==> src/rtl/fifo16_wr_arbiter.sv <==
// fifo16_wr_arbiter
//   Round-robin arbiter sharing one FIFO write port between two producers.
//   Each write is issued for one cycle, then the FIFO's ack/err flags are
//   checked in the following cycle; rejected words are re-arbitrated and
//   re-latched from the producer. Saturating counters track accepted words
//   per producer and retries.
// Ports
//   clk, rst_n         clock, async active-low reset
//   req0/1, d0/1       producer request + data (held until matching done)
//   gnt0/1             owner of the in-flight write (ISSUE/WAIT)
//   done0/1            one-cycle pulse: word accepted by the FIFO
//   fifo_write/d_in    FIFO write strobe and data
//   fifo_full          FIFO full flag (checked only when arbitrating)
//   fifo_wr_ack/err    FIFO result of the previous edge's write
//   cnt_clr            synchronous clear of all counters
//   acc_cnt0/1         saturating accepted-word counters
//   retry_cnt          saturating retry counter

// Saturating up-counter with synchronous clear (clear wins over increment).
module fifo16_wr_arbiter_cnt #(
    parameter int W = 8
) (
    input  logic         clk,
    input  logic         rst_n,
    input  logic         clr,
    input  logic         inc,
    output logic [W-1:0] q
);
    always_ff @(posedge clk or negedge rst_n) begin
        if (!rst_n)
            q <= '0;
        else if (clr)
            q <= '0;
        else if (inc && (q != {W{1'b1}}))
            q <= q + 1'b1;
    end
endmodule

module fifo16_wr_arbiter #(
    parameter int DATA_W = 16,
    parameter int CNT_W  = 8
) (
    input  logic              clk,
    input  logic              rst_n,
    input  logic              req0,
    input  logic              req1,
    input  logic [DATA_W-1:0] d0,
    input  logic [DATA_W-1:0] d1,
    output logic              gnt0,
    output logic              gnt1,
    output logic              done0,
    output logic              done1,
    output logic              fifo_write,
    output logic [DATA_W-1:0] fifo_d_in,
    input  logic              fifo_full,
    input  logic              fifo_wr_ack,
    input  logic              fifo_wr_err,
    input  logic              cnt_clr,
    output logic [CNT_W-1:0]  acc_cnt0,
    output logic [CNT_W-1:0]  acc_cnt1,
    output logic [CNT_W-1:0]  retry_cnt
);
    localparam int NUM_PROD = 2;

    typedef enum logic [1:0] {
        IDLE  = 2'b00,
        ISSUE = 2'b01,
        WAIT  = 2'b10
    } state_t;

    state_t state_q, state_d;
    logic   owner_q, owner_d;
    logic   prio_q, prio_d;
    logic   lat_en;
    logic   sel;
    logic [NUM_PROD-1:0] elig;

    logic [NUM_PROD-1:0]             req;
    logic [NUM_PROD-1:0][DATA_W-1:0] din;
    logic [NUM_PROD-1:0]             gnt;
    logic [NUM_PROD-1:0]             done;
    logic [NUM_PROD-1:0][CNT_W-1:0]  acc;
    logic                            in_wait;
    logic                            retry_inc;

    assign req = {req1, req0};
    assign din = {d1, d0};

    // Next-state / arbitration
    always_comb begin
        state_d = state_q;
        owner_d = owner_q;
        prio_d  = prio_q;
        lat_en  = 1'b0;
        sel     = 1'b0;
        elig    = req & {NUM_PROD{~fifo_full}};
        case (state_q)
            IDLE: begin
                if (elig == 2'b11)
                    sel = prio_q;
                else
                    sel = elig[1];
                if (|elig) begin
                    lat_en  = 1'b1;
                    owner_d = sel;
                    state_d = ISSUE;
                end
            end
            ISSUE: state_d = WAIT;
            WAIT: begin
                state_d = IDLE;
                // Only an ack moves the pointer; an error or a missing ack
                // lets the same owner win again.
                if (fifo_wr_ack)
                    prio_d = ~owner_q;
            end
            default: state_d = IDLE;
        endcase
    end

    always_ff @(posedge clk or negedge rst_n) begin
        if (!rst_n) begin
            state_q   <= IDLE;
            owner_q   <= 1'b0;
            prio_q    <= 1'b0;
            fifo_d_in <= '0;
        end else begin
            state_q <= state_d;
            owner_q <= owner_d;
            prio_q  <= prio_d;
            if (lat_en)
                fifo_d_in <= din[sel];
        end
    end

    // Strobe and grants come from registers only; done is Mealy on the ack.
    assign in_wait    = (state_q == WAIT);
    assign fifo_write = (state_q == ISSUE);
    assign retry_inc  = in_wait & ~fifo_wr_ack;

    genvar i;
    generate
        for (i = 0; i < NUM_PROD; i++) begin : g_prod
            assign gnt[i]  = ((state_q == ISSUE) || in_wait) && (owner_q == i[0]);
            assign done[i] = in_wait && (owner_q == i[0]) && fifo_wr_ack;

            fifo16_wr_arbiter_cnt #(.W(CNT_W)) u_acc (
                .clk   (clk),
                .rst_n (rst_n),
                .clr   (cnt_clr),
                .inc   (done[i]),
                .q     (acc[i])
            );
        end
    endgenerate

    fifo16_wr_arbiter_cnt #(.W(CNT_W)) u_retry (
        .clk   (clk),
        .rst_n (rst_n),
        .clr   (cnt_clr),
        .inc   (retry_inc),
        .q     (retry_cnt)
    );

    assign gnt0     = gnt[0];
    assign gnt1     = gnt[1];
    assign done0    = done[0];
    assign done1    = done[1];
    assign acc_cnt0 = acc[0];
    assign acc_cnt1 = acc[1];
endmodule
==> config.mk <==
export PLATFORM = sky130hd
export DESIGN_NAME = fifo16_wr_arbiter
export DESIGN_NICKNAME = d
export VERILOG_FILES = /design/src/rtl/fifo16_wr_arbiter.sv
export SDC_FILE = /design/constraint.sdc
export NUM_CORES = 1
export LEC_CHECK = 0
export CORE_ASPECT_RATIO = 1.5
export CORE_MARGIN = 5
export CORE_UTILIZATION = 30
export DETAILED_ROUTE_END_ITERATION = 7
export PLACE_DENSITY = 0.68
export SYNTH_ARGS = -nofsm -noshare
export SYNTH_HDL_FRONTEND = slang
export SYNTH_HIERARCHICAL = 1
export SYNTH_SLANG_ARGS = --single-unit
export TNS_END_PERCENT = 1
==> constraint.sdc <==
create_clock -name clk -period 3.3 [get_ports clk]
set_clock_uncertainty 0.15 [all_clocks]
set_input_delay 0.66 -clock clk [delete_from_list [all_inputs] [get_ports clk]]
set_output_delay 0.66 -clock clk [all_outputs]
set_load 0.02 [all_outputs]
**Yosys cells after proc, flatten, opt, wreduce, memory -nomap -nowiden**

Index checks and enable logic that the tools add are counted.

- Eq/ne operators: 7
- Mux-type cells: 14
- Bitwise operators: 5
- Reduce and logical (&&, ||, !) cells: 17
- Magnitude comparators: 1
- $add $sub $neg: 3

Operators with widths:

| kind | count |
|---|---|
| 2-to-1 mux 8 bit | 6 |
| 2-to-1 mux 16 bit | 2 |
| adder 8 x 1 -> 8 bit (second input constant) | 3 |
| != test 8 bit (second input constant) | 3 |
| logical AND 1 bit | 9 |
| nonzero test 2 bit | 3 |
| equality test 2 bit (second input constant) | 2 |
| 2-to-1 mux 1 bit | 4 |
| one-hot mux 2 bit (2 select lines) | 1 |
| AND reduction 2 bit | 2 |
| NOT 1 bit | 3 |
| AND 2 bit | 1 |
| equality test 2 x 1 -> 1 bit (second input constant) | 1 |
| logical NOT 2 bit | 1 |
| < comparator 1 x 2 -> 1 bit (second input constant) | 1 |
| 2-to-1 mux 2 bit | 1 |
| != test 2 bit (second input constant) | 1 |
| OR reduction 2 bit | 1 |
| AND 1 bit | 1 |
| logical OR 1 bit | 1 |

- Bits of input ports: 40
- Logic and storage cells: 54
- Output and inout port bits: 45
- Bits in registers: 44

**Logic depth before layout (Yosys ltp)**

- Depth in word-level cells: 7
- Depth in mapped cells: 8
- Mapped depth without buffers: 7

**By module**

Netlist, hierarchy kept.

By module, submodules not included:

| module | cells an instance | instances | area each (µm²) | seq. area each (µm²) |
|---|---|---|---|---|
| fifo16_wr_arbiter_cnt | 49 | 3 | 464.2 | 200.2 |
| fifo16_wr_arbiter | 119 | 1 | 1167.4 | 500.5 |

**Worst setup path after synthesis**

No wires, ideal clock.

- Path type: input to register
- Start point: input fifo_wr_ack
- End point: register g_prod[0].u_acc.q[7]
- Stages on the path: 6
- Buffers on the path: 1
- Setup time: 0.094 ns
- Data arrival time: 1.893 ns
- Required time: 3.056 ns
- Path slack: 1.163 ns
- Cells stage by stage: nand2_1 > nor2_1 > buf_2 > nand3_1 > or3_1 > a211oi_1

- Word-level cells in the longest chain between the ends: 3

Ends and longest elaborated chain:

| what | line | source |
|---|---|---|
| from (decl) | 56 | `input logic fifo_wr_ack,` |
| logical AND 1 bit | 145 | `assign done[i] = in_wait && (owner_q == i[0]) && fifo_wr_ack;` |
| via done0 | 51 | `output logic done0,` |
| logical AND 1 bit | 34 | `else if (inc && (q != {W{1'b1}}))` |
| nonzero test 2 bit (no line) | - |  |
| to (signal assigned) | 35 | `q <= q + 1'b1;` |
| to (decl) | 27 | `output logic [W-1:0] q` |

The timed path passes the listed nets, and every way through them passes these cells.
A chain may end at the register's enable or synchronous reset.

**Final worst setup path**

- Start point: input fifo_wr_ack
- End point: output done0

- Word-level cells in the longest chain between the ends: 1

Ends and longest elaborated chain:

| what | line |
|---|---|
| logical AND 1 bit | 145 |
| to (decl) | 51 |

No other way between the ends.

==> impl_results.md <==
- Final wirelength: 6937 um
- TritonRoute pass-1 iters: 6
- Tmin final: 2.802 ns
- Worst Path Buf+Inv: 2
- Boundary Pins: 85
- Synth Area in Adders: 2.933%
- Final setup viols: 0
- ANT nets after route: 0
- Clock power share: 23.0%
- CTS tree: built
- Delay of the slowest critical-path stage: 0.62 ns
- NetSw: 0.7709 mW
- Routability Congestion: 0.7431
- Vias in the first global route: 2488
- I/O Buffers: 83
- Total Power: 2.179 mW
- Maxcap violations: 0
- Setup Fix Bufs, Post-CTS: 0
- FFs w/ async S/R, synth: 100.0%
- Worst Hold Class: reg -> reg
- Proportion of synthesized area in mux cells: 4.252%
- Worst setup SP type: primary input
- Clock Latency Late Sink: 0.28 ns
- Worst Tran Pin Value: 1.030 ns
- Starting density of the core: 30.61%
- Die height: 123.1 um
- Nets: 395
- Worst ir drop on vdd: 0.0003875 V
- Area Growth Syn to Fin: 42.86%
- Power per Cell Area: 595.8 nW/um^2
- HP Start: state_q[0]$_DFFE_PN0P_
- Critical path's most frequent cell: clkdlybuf4s50_1
- Delay-heaviest family, CP: buffers and inverters
- Sequential share of the synthesized area: 43.01%
- Final instance area: 3657 um^2
- Hold Fails Final Rpt: 0
- Via density: 5.133
- Distinct cells, synth: 37
- Hold-fix buffers, CTS: 0
- Internal power: 1.408 mW
- Pleak: 1.467 nW
- Die ar.: 10520 um^2
- Reg clk slew, reported paths: 0.06 ns
- Post-Synth Simple-Gate Area: 23.46%
- ANT cells: 0
- Layout cell share with drive strength beyond 1: 11.71%
- #FFs+latches synth: 44
- Initial antenna violation count: 0
- Via Count: 2346
- RSZ-0062 raised after global routing: false
- Crit path max fanout: 4
- Xor-xnor portion of the synthesized cell area: 0%
- Tcrit/Tclk final: 84.91%
- Dpl hpwl: 5185 um
- CP endpoint kind: output port
- Maximum clock rate: 356.9 MHz
- Yosys warns: 6
- Die Wd: 85.43 um
- Largest net degree at the start of global routing: 45
- Filler cells: 798
- H-Tree Depth: 2
- Critical-path top delay cell: clkdlybuf4s50_1
- Number of remaining DRC errors: 0
- Flop pwr share: 34.7%
- CTS Buf Count: 5
- Register area: 1101 um^2
- First-pass GRT wire length: 12010 um
- Status: complete, no violations
- Mapped Cells: 266
- Worst EP required: 2.49 ns
- WL/cell: 15.18 um
- Reg2reg start: state_q[0]$_DFFE_PN0P_
- Hold slack final: 0.3755 ns
- Post-Syn Area per Cell: 9.624 um^2
- Root buf cell: clkbuf_16
- CTS Buffer Depth: 2
- Slew margin rel.: 31.33%
- Cell Area, Synth: 2560 um^2
- Top FF cell, synth: dfrtp_1
- Comb pwr share: 42.3%
- Tot GR Track Use: 13.81%
- Total core area: 8362 um^2
- Multi-input gate area in the final layout: 1282 um^2
- Arr. time, crit path: 1.99 ns
- Total grt overflow: 0
- Site row count: 41
- Switching part of the total power: 35.38%
- Clk sinks: 44
- Setup TNS: 0 ns
- Post-DP Area: 3508 um^2
- Syn_nets: 312
- Launch point of the critical path: fifo_wr_ack
- Setup CP Type: in -> out
- Crit-path cells: clkdlybuf4s50_1 > nand2_1 > nor2_1 > clkdlybuf4s50_1
- Compound-Gate Fraction of Synth Area: 19.45%
- Final Slew Violations: 0
- Largest family of logic cells by synthesized area: simple AND/OR/NAND/NOR gates
- CTS resizes: 0
- Number of synthesized flops with an enable pin: 0
- Drt initial violations: 90
-- power by group through the flow --
stage               registers (mW)  logic [mW]  clock network (mW)
finish                       0.756       0.921               0.501
global placement             0.765       0.910                   0
global route                 0.779        1.01               0.542
CTS                          0.760       0.932               0.519
floorplan                    0.874       0.395                   0
detailed placement           0.764       0.928                   0
-- cell type report --
type	instances	area share [%]
Inverter	24	2.463
Multi-Input combinational cell	181	35.07
Timing Repair Buffer	93	24.63
Tap cell	107	3.661
Sequential cell	44	30.11
Clock inverter	2	0.2737
Clock buffer	6	3.797
-- cells by family (layout without fill, tap and decap cells) --
group                      count (synthesis)  after routing
DFF                                       44             44
and+or+nand+nor                          101            101
adders and majority gates                  6              6
AOI/OAI and AO/OA                         64             64
buffers and inverters                     41            125
muxes                                     10             10
-- synthesized netlist by cell type (all sizes together) (5+ instances only) --
library cell | number | area share (%)
a21oi | 10 | 2.0
and3 | 5 | 1.2
and4 | 6 | 2.2
buf | 8 | 2.1
clkbuf | 9 | 1.3
dfrtp | 44 | 43
ha | 6 | 2.9
inv | 24 | 3.5
mux2 | 7 | 3.1
nand2 | 7 | 1.0
nand2b | 11 | 2.7
nand3 | 9 | 2.3
nand4 | 19 | 4.6
nor2 | 10 | 1.5
nor2b | 12 | 2.9
nor3 | 12 | 2.3
o21ai | 21 | 4.3
o311ai | 16 | 8.1
-- cell usage in the layout, fill, tap and decap left out, drive strengths merged, types with 10 or more instances in the layout --
cell type,n
inv,24
nand4,19
o21ai,21
buf,11
nor2b,12
clkdlybuf4s50,82
nand2b,11
nor3,12
o311ai,16
nor2,10
a21oi,10
dfrtp,44
-- worst paths after layout --
check | endpoint | slack (ns) | depth (start not counted)
hold / removal | state_q[0]$_DFFE_PN0P_ | 0.38 | 1
setup / recovery | done0 | 0.50 | 4
min in group asynchronous | u_retry/q[0]$_DFFE_PN0P_ | 0.41 | 1
hold reg to reg | state_q[0]$_DFFE_PN0P_ | 0.38 | 1
max in group asynchronous | fifo_d_in[5]$_DFFE_PN0P_ | 1.95 | 1
setup reg to reg | g_prod[1].u_acc/q[7]$_DFFE_PN0P_ | 1.27 | 7
-- stage by stage --
step	std cells	util, %	worst slack (ns)
floorplan	266	-	1.163
global placement	449	41.96	0.4987
detailed placement	449	41.96	0.4951
CTS	457	43.74	0.4916
global route	457	43.74	0.4228
finish	457	43.74	0.4979
-- registers in the layout, summed over array words and instances, names as in the netlist --
signal	count
owner_q	1
g_prod.u_acc/q	16
state_q	2
fifo_d_in	16
u_retry/q	8
prio_q	1
-- layer usage --
metal | up-vias | GRT usage (%) | part of all wire (%)
met5 | - | 0 | 0
met4 | 0 | 3.663 | 0.63
met3 | 4 | 3.800 | 6.9
met2 | 68 | 23.98 | 52
met1 | 1127 | 16.76 | 41
li1 | 1147 | - | -
(Power assumes the default switching activity.)
